--- src/rtl/ctrl_pkg.sv ---
// Shared encodings for the mini RV64 main decoder: opcodes, function fields,
// ALU operation codes and the bundle of datapath strobes.
package ctrl_pkg;

    // Major opcodes, instr[6:0]
    localparam logic [6:0] OP_LOAD   = 7'b0000011;
    localparam logic [6:0] OP_STORE  = 7'b0100011;
    localparam logic [6:0] OP_BRANCH = 7'b1100011;
    localparam logic [6:0] OP_RTYPE  = 7'b0110011;

    // funct3 values, instr[14:12]
    localparam logic [2:0] F3_LD      = 3'b011;
    localparam logic [2:0] F3_SD      = 3'b011;
    localparam logic [2:0] F3_BEQ     = 3'b000;
    localparam logic [2:0] F3_ADD_SUB = 3'b000;
    localparam logic [2:0] F3_AND     = 3'b111;
    localparam logic [2:0] F3_OR      = 3'b110;

    // funct7 values, instr[31:25]
    localparam logic [6:0] F7_BASE = 7'b0000000;
    localparam logic [6:0] F7_SUB  = 7'b0100000;

    // ALU operation select driven into the datapath ALU
    typedef enum logic [2:0] {
        ALU_AND = 3'b000,
        ALU_OR  = 3'b001,
        ALU_ADD = 3'b010,
        ALU_SUB = 3'b110
    } alu_ctrl_t;

    // Coarse instruction class derived from the opcode alone
    typedef enum logic [2:0] {
        CLS_OTHER  = 3'd0,
        CLS_LOAD   = 3'd1,
        CLS_STORE  = 3'd2,
        CLS_BRANCH = 3'd3,
        CLS_RTYPE  = 3'd4
    } instr_class_t;

    // The six datapath strobes
    typedef struct packed {
        logic is_branch;
        logic mem_to_reg;
        logic reg_write;
        logic mem_read;
        logic mem_write;
        logic alu_src;
    } ctrl_t;

endpackage

--- src/rtl/control_alu_decoder.sv ---
// Secondary decoder: picks the ALU operation from the instruction class and
// the function fields, and reports whether an R-type combination is supported.
module alu_decoder
    import ctrl_pkg::*;
(
    input  instr_class_t cls,
    input  logic [2:0]   funct3,
    input  logic [6:0]   funct7,
    output alu_ctrl_t    alu_ctrl,
    output logic         rtype_legal
);

    // Memory ops compute an address with ADD, beq compares with SUB, and only
    // the four supported R-type funct7/funct3 pairs are flagged legal
    always_comb begin
        alu_ctrl    = ALU_ADD;
        rtype_legal = 1'b0;
        case (cls)
            CLS_BRANCH: alu_ctrl = ALU_SUB;
            CLS_RTYPE: begin
                case ({funct7, funct3})
                    {F7_BASE, F3_ADD_SUB}: begin alu_ctrl = ALU_ADD; rtype_legal = 1'b1; end
                    {F7_SUB,  F3_ADD_SUB}: begin alu_ctrl = ALU_SUB; rtype_legal = 1'b1; end
                    {F7_BASE, F3_AND}:     begin alu_ctrl = ALU_AND; rtype_legal = 1'b1; end
                    {F7_BASE, F3_OR}:      begin alu_ctrl = ALU_OR;  rtype_legal = 1'b1; end
                    default:               begin alu_ctrl = ALU_ADD; rtype_legal = 1'b0; end
                endcase
            end
            default: alu_ctrl = ALU_ADD;
        endcase
    end

endmodule

--- src/rtl/control.sv ---
// Main decoder of the single-cycle mini RV64 CPU. Decode is purely
// combinational; the clock only keeps a sticky record of illegal instructions.
module control
    import ctrl_pkg::*;
(
    input  logic        clk,
    input  logic        rst,
    input  logic [31:0] instr,
    output logic        is_branch,
    output logic        mem_to_reg,
    output logic        reg_write,
    output logic        mem_read,
    output logic        mem_write,
    output logic        alu_src,
    output logic [2:0]  alu_ctrl,
    output logic        illegal,
    output logic        illegal_seen
);

    logic [6:0]   opcode;
    logic [2:0]   funct3;
    logic [6:0]   funct7;
    logic [14:0]  unused_reg_fields;
    instr_class_t cls;
    alu_ctrl_t    alu_sel;
    logic         rtype_legal;
    logic         legal;
    ctrl_t        ctrl;
    ctrl_t        ctrl_out;

    assign opcode = instr[6:0];
    assign funct3 = instr[14:12];
    assign funct7 = instr[31:25];

    // Register specifiers are routed to the register file elsewhere
    assign unused_reg_fields = {instr[24:15], instr[11:7]};

    // Classify by opcode; compressed encodings never match a full opcode
    always_comb begin
        cls = CLS_OTHER;
        case (opcode)
            OP_LOAD:   cls = CLS_LOAD;
            OP_STORE:  cls = CLS_STORE;
            OP_BRANCH: cls = CLS_BRANCH;
            OP_RTYPE:  cls = CLS_RTYPE;
            default:   cls = CLS_OTHER;
        endcase
    end

    alu_decoder u_alu_decoder (
        .cls         (cls),
        .funct3      (funct3),
        .funct7      (funct7),
        .alu_ctrl    (alu_sel),
        .rtype_legal (rtype_legal)
    );

    // Strobe pattern per class, plus the funct3 check that makes it legal
    always_comb begin
        ctrl  = '0;
        legal = 1'b0;
        case (cls)
            CLS_LOAD: begin
                legal           = (funct3 == F3_LD);
                ctrl.mem_to_reg = 1'b1;
                ctrl.reg_write  = 1'b1;
                ctrl.mem_read   = 1'b1;
                ctrl.alu_src    = 1'b1;
            end
            CLS_STORE: begin
                legal          = (funct3 == F3_SD);
                ctrl.mem_write = 1'b1;
                ctrl.alu_src   = 1'b1;
            end
            CLS_BRANCH: begin
                legal          = (funct3 == F3_BEQ);
                ctrl.is_branch = 1'b1;
            end
            CLS_RTYPE: begin
                legal          = rtype_legal;
                ctrl.reg_write = 1'b1;
            end
            default: begin
                legal = 1'b0;
                ctrl  = '0;
            end
        endcase
    end

    // Unsupported instructions must have no side effects, so squash everything
    assign ctrl_out = legal ? ctrl : '0;
    assign illegal  = ~legal;

    assign is_branch  = ctrl_out.is_branch;
    assign mem_to_reg = ctrl_out.mem_to_reg;
    assign reg_write  = ctrl_out.reg_write;
    assign mem_read   = ctrl_out.mem_read;
    assign mem_write  = ctrl_out.mem_write;
    assign alu_src    = ctrl_out.alu_src;
    assign alu_ctrl   = legal ? alu_sel : ALU_ADD;

    // Sticky illegal flag; reset wins over an illegal decoded in the same cycle
    always_ff @(posedge clk) begin
        if (rst) begin
            illegal_seen <= 1'b0;
        end else begin
            illegal_seen <= illegal_seen | illegal;
        end
    end

endmodule

--- config.mk ---
export PLATFORM = sky130hd
export DESIGN_NAME = control
export DESIGN_NICKNAME = d
export VERILOG_FILES = /design/src/rtl/ctrl_pkg.sv /design/src/rtl/control_alu_decoder.sv /design/src/rtl/control.sv
export SDC_FILE = /design/constraint.sdc
export NUM_CORES = 1
export LEC_CHECK = 0
export BUFFER_PORTS_ARGS = -buffer_cell sky130_fd_sc_hd__clkbuf_2
export CELL_PAD_IN_SITES_DETAIL_PLACEMENT = 1
export CELL_PAD_IN_SITES_GLOBAL_PLACEMENT = 1
export CORE_MARGIN = 2
export CORE_UTILIZATION = 14
export CTS_CLUSTER_SIZE = 16
export DETAILED_ROUTE_END_ITERATION = 12
export GPL_TIMING_DRIVEN = 0
export MAX_ROUTING_LAYER = met4
export PLACE_DENSITY_LB_ADDON = 0.1
export RECOVER_POWER = 50
export SLEW_MARGIN = 30
export SYNTH_ARGS = -nofsm -noshare
export SYNTH_HDL_FRONTEND = slang
export SYNTH_HIERARCHICAL = 1
export SYNTH_SLANG_ARGS = --single-unit
--- constraint.sdc ---
create_clock -name clk -period 2.55 [get_ports clk]
set_clock_uncertainty 0.1 [all_clocks]
set_input_delay 0.255 -clock clk [delete_from_list [all_inputs] [get_ports clk]]
set_output_delay 0.255 -clock clk [all_outputs]
set_load 0.02 [all_outputs]
## Yosys cells after proc, flatten, opt, wreduce, memory -nomap -nowiden

Index checks and enable logic that the tools add are counted.

| storage, ports and cells | value |
|---|---|
| input bits | 34 |
| register bits | 1 |
| logic and storage cells | 32 |
| output and inout bits | 11 |

| operators by class | value |
|---|---|
| bitwise logic cells | 2 |
| equal/unequal tests | 12 |
| reductions and logical operators | 5 |
| multiplexer cells | 12 |

Operators with widths:

| operator | number |
|---|---|
| $eq 10x3->1 const B | 2 |
| $eq 7x6->1 const B | 2 |
| $pmux 3 s4 | 1 |
| $eq 10x9->1 const B | 1 |
| $logic_not 10->1 | 1 |
| $eq 3x2->1 const B | 3 |
| $pmux 3 s3 | 1 |
| $eq 7x2->1 const B | 1 |
| $eq 7x7->1 const B | 1 |
| $mux 1 | 6 |
| $mux 6 | 1 |
| $pmux 3 s2 | 1 |
| $reduce_or 2->1 | 2 |
| $reduce_or 4->1 | 1 |
| $eq 3x1->1 const B | 1 |
| $eq 3x3->1 const B | 1 |
| $logic_not 3->1 | 1 |
| $mux 3 | 1 |
| $pmux 1 s3 | 1 |
| $not 1->1 | 1 |
| $or 1x1->1 | 1 |

## Logic depth before layout (Yosys ltp)

| logic depth | value |
|---|---|
| depth in word-level cells | 7 |
| mapped depth | 10 |
| mapped depth without buffers | 10 |

## Hierarchy

Netlist, hierarchy kept.

By module, submodules not included:

| module | instances | area each (sq um) | cells each | sequential area each (sq um) |
|---|---|---|---|---|
| control | 1 | 205.2 | 28 | 20.0 |
| alu_decoder | 1 | 68.8 | 12 | 0.0 |

## Worst setup path after synthesis

OpenSTA, ideal clock, no wires.

| path | value |
|---|---|
| path kind | input to output |
| start | input instr[2] |
| end | output alu_ctrl[0] |
| data required time | 2195 ps |
| data arrival time | 2053 ps |
| setup slack | 142 ps |
| stages on the path | 9 |
| path through | nand4bb_1 -> or2_2 -> nor3b_1 -> nand4b_1 -> a21oi_1 -> nand3b_1 -> o21a_1 -> o21bai_4 -> and2_1 |

| between the ends | value |
|---|---|
| cells in the longest elaborated chain, start to end | 6 |
| elaborated cells between the ends (all ways) | 13 |
| those cells by class | eq/ne (8); mux (4); reduce/logical (1) |

RTL lines:

| item | RTL line | RTL |
|---|---|---|
| start, declared | control.sv:8 | `input logic [31:0] instr,` |
| $eq 7x6->1 (tied with other cells) | control.sv:41 | `case (opcode)` |
| $pmux 3 s4 (*) | control.sv:41 |  |
| via cls[2] | control.sv:24 | `instr_class_t cls;` |
| $eq 3x1->1 or $eq 3x2->1 (tied branches) | control.sv:62 | `case (cls)` |
| $reduce_or 2->1 (no line) | -- |  |
| $pmux 1 s3 | control.sv:62 |  |
| $mux 3 (*) | control.sv:100 | `assign alu_ctrl = legal ? alu_sel : ALU_ADD;` |
| end, declared | control.sv:15 | `output logic [2:0] alu_ctrl,` |

Mark *: on every way through the listed nets, which the timed path passes. The rest lies on a longest branch.

## Worst setup path in the final report

| path | value |
|---|---|
| start | input instr[3] |
| end | output illegal |

| between the ends | value |
|---|---|
| cells in the longest elaborated chain, start to end | 6 |
| elaborated cells between the ends (all ways) | 12 |
| those cells by class | eq/ne (8); mux (2); bitwise (1); reduce/logical (1) |

RTL lines:

| item | RTL line | RTL |
|---|---|---|
| $eq 7x6->1 (tied with other cells) | control.sv:41 |  |
| $pmux 3 s4 (*) | control.sv:41 |  |
| via cls[2] | control.sv:24 |  |
| $eq 3x1->1 or $eq 3x2->1 (tied branches) | control.sv:62 |  |
| $reduce_or 2->1 (no line) | -- |  |
| $pmux 1 s3 (*) | control.sv:62 |  |
| $not 1->1 (*) | control.sv:92 | `assign illegal = ~legal;` |
| end, declared | control.sv:16 | `output logic illegal,` |

Marked as above.

==> metrics.yaml <==
run_status: "completed"
via_per_inst: 4.12
p_sw_uw: 19.0
die_w_um: 48.2
relSlewSlack: 0.788
cts_hold_buffers: 0
r2r_start: "illegal_seen"
largest_reg_flops: 1
drtIter0Drc: 0
die_area_sq_um: 2330
slew_viol_final: 0
grtUsageMet2: 0.134
firstDrtPassIters: 1
p_comb_frac: 0.690
p_leak_nw: 0.219
drtAntennaViolNets: 0
grt_pass1_vias: 349
worstSetupEndpointType: "primary output"
drv_cap: 0
path_clk_slew_ps: 0
hold_class: "in2reg"
preCtsSetupSlack_ps: -328
layout-drive-gt1-share: 0.500
grt_pass1_wl_um: 1480
ys_seq_area_frac: 0.0731
fin_nets: 110
min_period_ps: 2470
drt-total-wl_um: 1000
syn_inst: 40
grt_use_met1: 0.132
whs_ps: 313
ys_warn_count: 6
power_frac_clock: 0
p_int_uw: 36.4
worstMarginPinSlew_ps: 315
wire_per_inst_um: 9.94
fin_crit_sh: 0.967
seq_area_sq_um: 20.0
crit_start: "instr[3]"
power_per_cell_area_nw_per_um2: 105
coreArea_sq_um: 1900
vias: 416
drc: 0
dp_hpwl_um: 794
rows: 16
synth_nets: 74
ys_types: 23
hold_start: "rst"
ios: 45
largest_register: "illegal_seen"
overflow: 0
routabilityCongestion: 0.627
mostFrequentLayoutCell: "clkbuf_2"
path_class: "in2out"
pwr-share-seq: 0.310
ir_worst_vdd_mv: 0.0531
fmax_mhz: 405
syn_area_sq_um: 274
final_cell_mix: "clkbuf_2, buf_4, nor3_1"
arrival_ps: 2110
setup_viol: 0
synth_seq_cells: 1
fp.dieH_um: 48.2
setup_ws_ps: 82.9
startpoint_type: "input port"
grt_max_degree: 9
clk_latency_ps: 0
antenna_found_initial: 0
worstPathMaxFanout: 4
avgSynthCellArea_sq_um: 6.85
synthToLayoutAreaGrowth_pct: 92.2
grt.busiest_layer: "met2"
hold_violations: 0
grtUsageMet3: 0.00370
netSwitchingFraction: 0.342
grt_usage: 0.0868
multi_input_area_sq_um: 262
top_regs: "illegal_seen (1)"
antennaDiodeCount: 0
numPortBuffers: 28
num-fill-cells: 252
cp_data_required_time_ps: 2190
start_util: 0.144
==> per-stage QoR <==
| step | TNS [ps] | area, sq um | utilization | power (mW) | cells |
|---|---|---|---|---|---|
| after floorplan | 0 | 274 | - | 0.0301 | 40 |
| after global placement | -1290 | 448 | 0.236 | 0.0500 | 95 |
| after detailed placement | -1150 | 448 | 0.236 | 0.0500 | 95 |
| after CTS | 0 | 490 | 0.258 | 0.0535 | 97 |
| after global routing | -36.1 | 527 | 0.277 | 0.0599 | 101 |
| final | 0 | 527 | 0.277 | 0.0554 | 101 |
==> worst max-delay path, stage by stage <==
cell and delay (ps):
clkbuf_2 80, nand4bb_4 230, or2_4 290, nor3b_4 200
nand4b_1 180, a21oi_2 180, nand3b_1 90, o21a_1 130
o21bai_4 170, buf_4 130, inv_1 30, clkbuf_2 140
==> cell families (layout without fill, tap and decap cells) <==
family                 count (synthesis)  after routing  synth area share
buffers and inverters                  5             39            0.0959
flip-flops                             1              1            0.0731
XOR/XNOR                               1              1            0.0320
AO/OA/AOI/OAI                          6              6             0.178
AND/OR/NAND/NOR                       27             27             0.621
==> what timing repair did <==
item,CTS,global route
resized for setup,5,5
hold endpoints to repair,0,0
pin swaps,1,3
setup buffers,2,4
setup endpoints to repair,5,2
==> layout make-up <==
cell class	instances	share of cell area
multi-input cells	34	0.496
repair buffers	34	0.352
well taps	27	0.0641
flip-flops and latches	1	0.0380
plain buffers	2	0.0285
inverters	3	0.0214
==> cells in the mapped netlist <==
library cell	number	area [sq um]
buf_4	2	15.0
nor4_1	3	18.8
nand3b_1	2	15.0
nand2b_1	1	6.26
nand4b_1	1	8.76
or2_2	1	6.26
or2_1	1	6.26
dfxtp_1	1	20.0
nor2_1	2	7.51
and2_1	2	12.5
inv_1	3	11.3
o21a_1	1	7.51
nand4bb_1	2	22.5
or3_1	1	6.26
a21oi_1	2	10.0
nor3b_1	1	7.51
nand2_1	2	7.51
a31oi_1	1	6.26
o21bai_4	1	18.8
o22ai_1	1	6.26
xor2_1	1	8.76
nor3_1	7	35.0
or4b_1	1	10.0
==> power by group through the flow <==
stage	combinational [mW]	sequential [mW]	clock, mW
2_1_floorplan	0.0118	0.0183	0
3_3_place_gp	0.0328	0.0172	0
3_5_place_dp	0.0328	0.0172	0
4_1_cts	0.0363	0.0172	0
5_1_grt	0.0426	0.0174	0
6_report	0.0382	0.0172	0
==> final timing paths <==
| path | cells after the start | slack (ps) | end |
|---|---|---|---|
| setup / recovery | 12 | 80 | illegal |
| hold / removal | 2 | 310 | illegal_seen |
| setup reg to reg | 2 | 1940 | illegal_seen |
| hold reg to reg | 2 | 330 | illegal_seen |
==> metal layers <==
layer | vias up | share of wire
met5 | - | 0
met3 | 0 | 0.056
met1 | 187 | 0.43
met4 | 0 | 0
met2 | 12 | 0.51
li1 | 217 | -
Note: power is estimated with default switching activity, not from simulation.
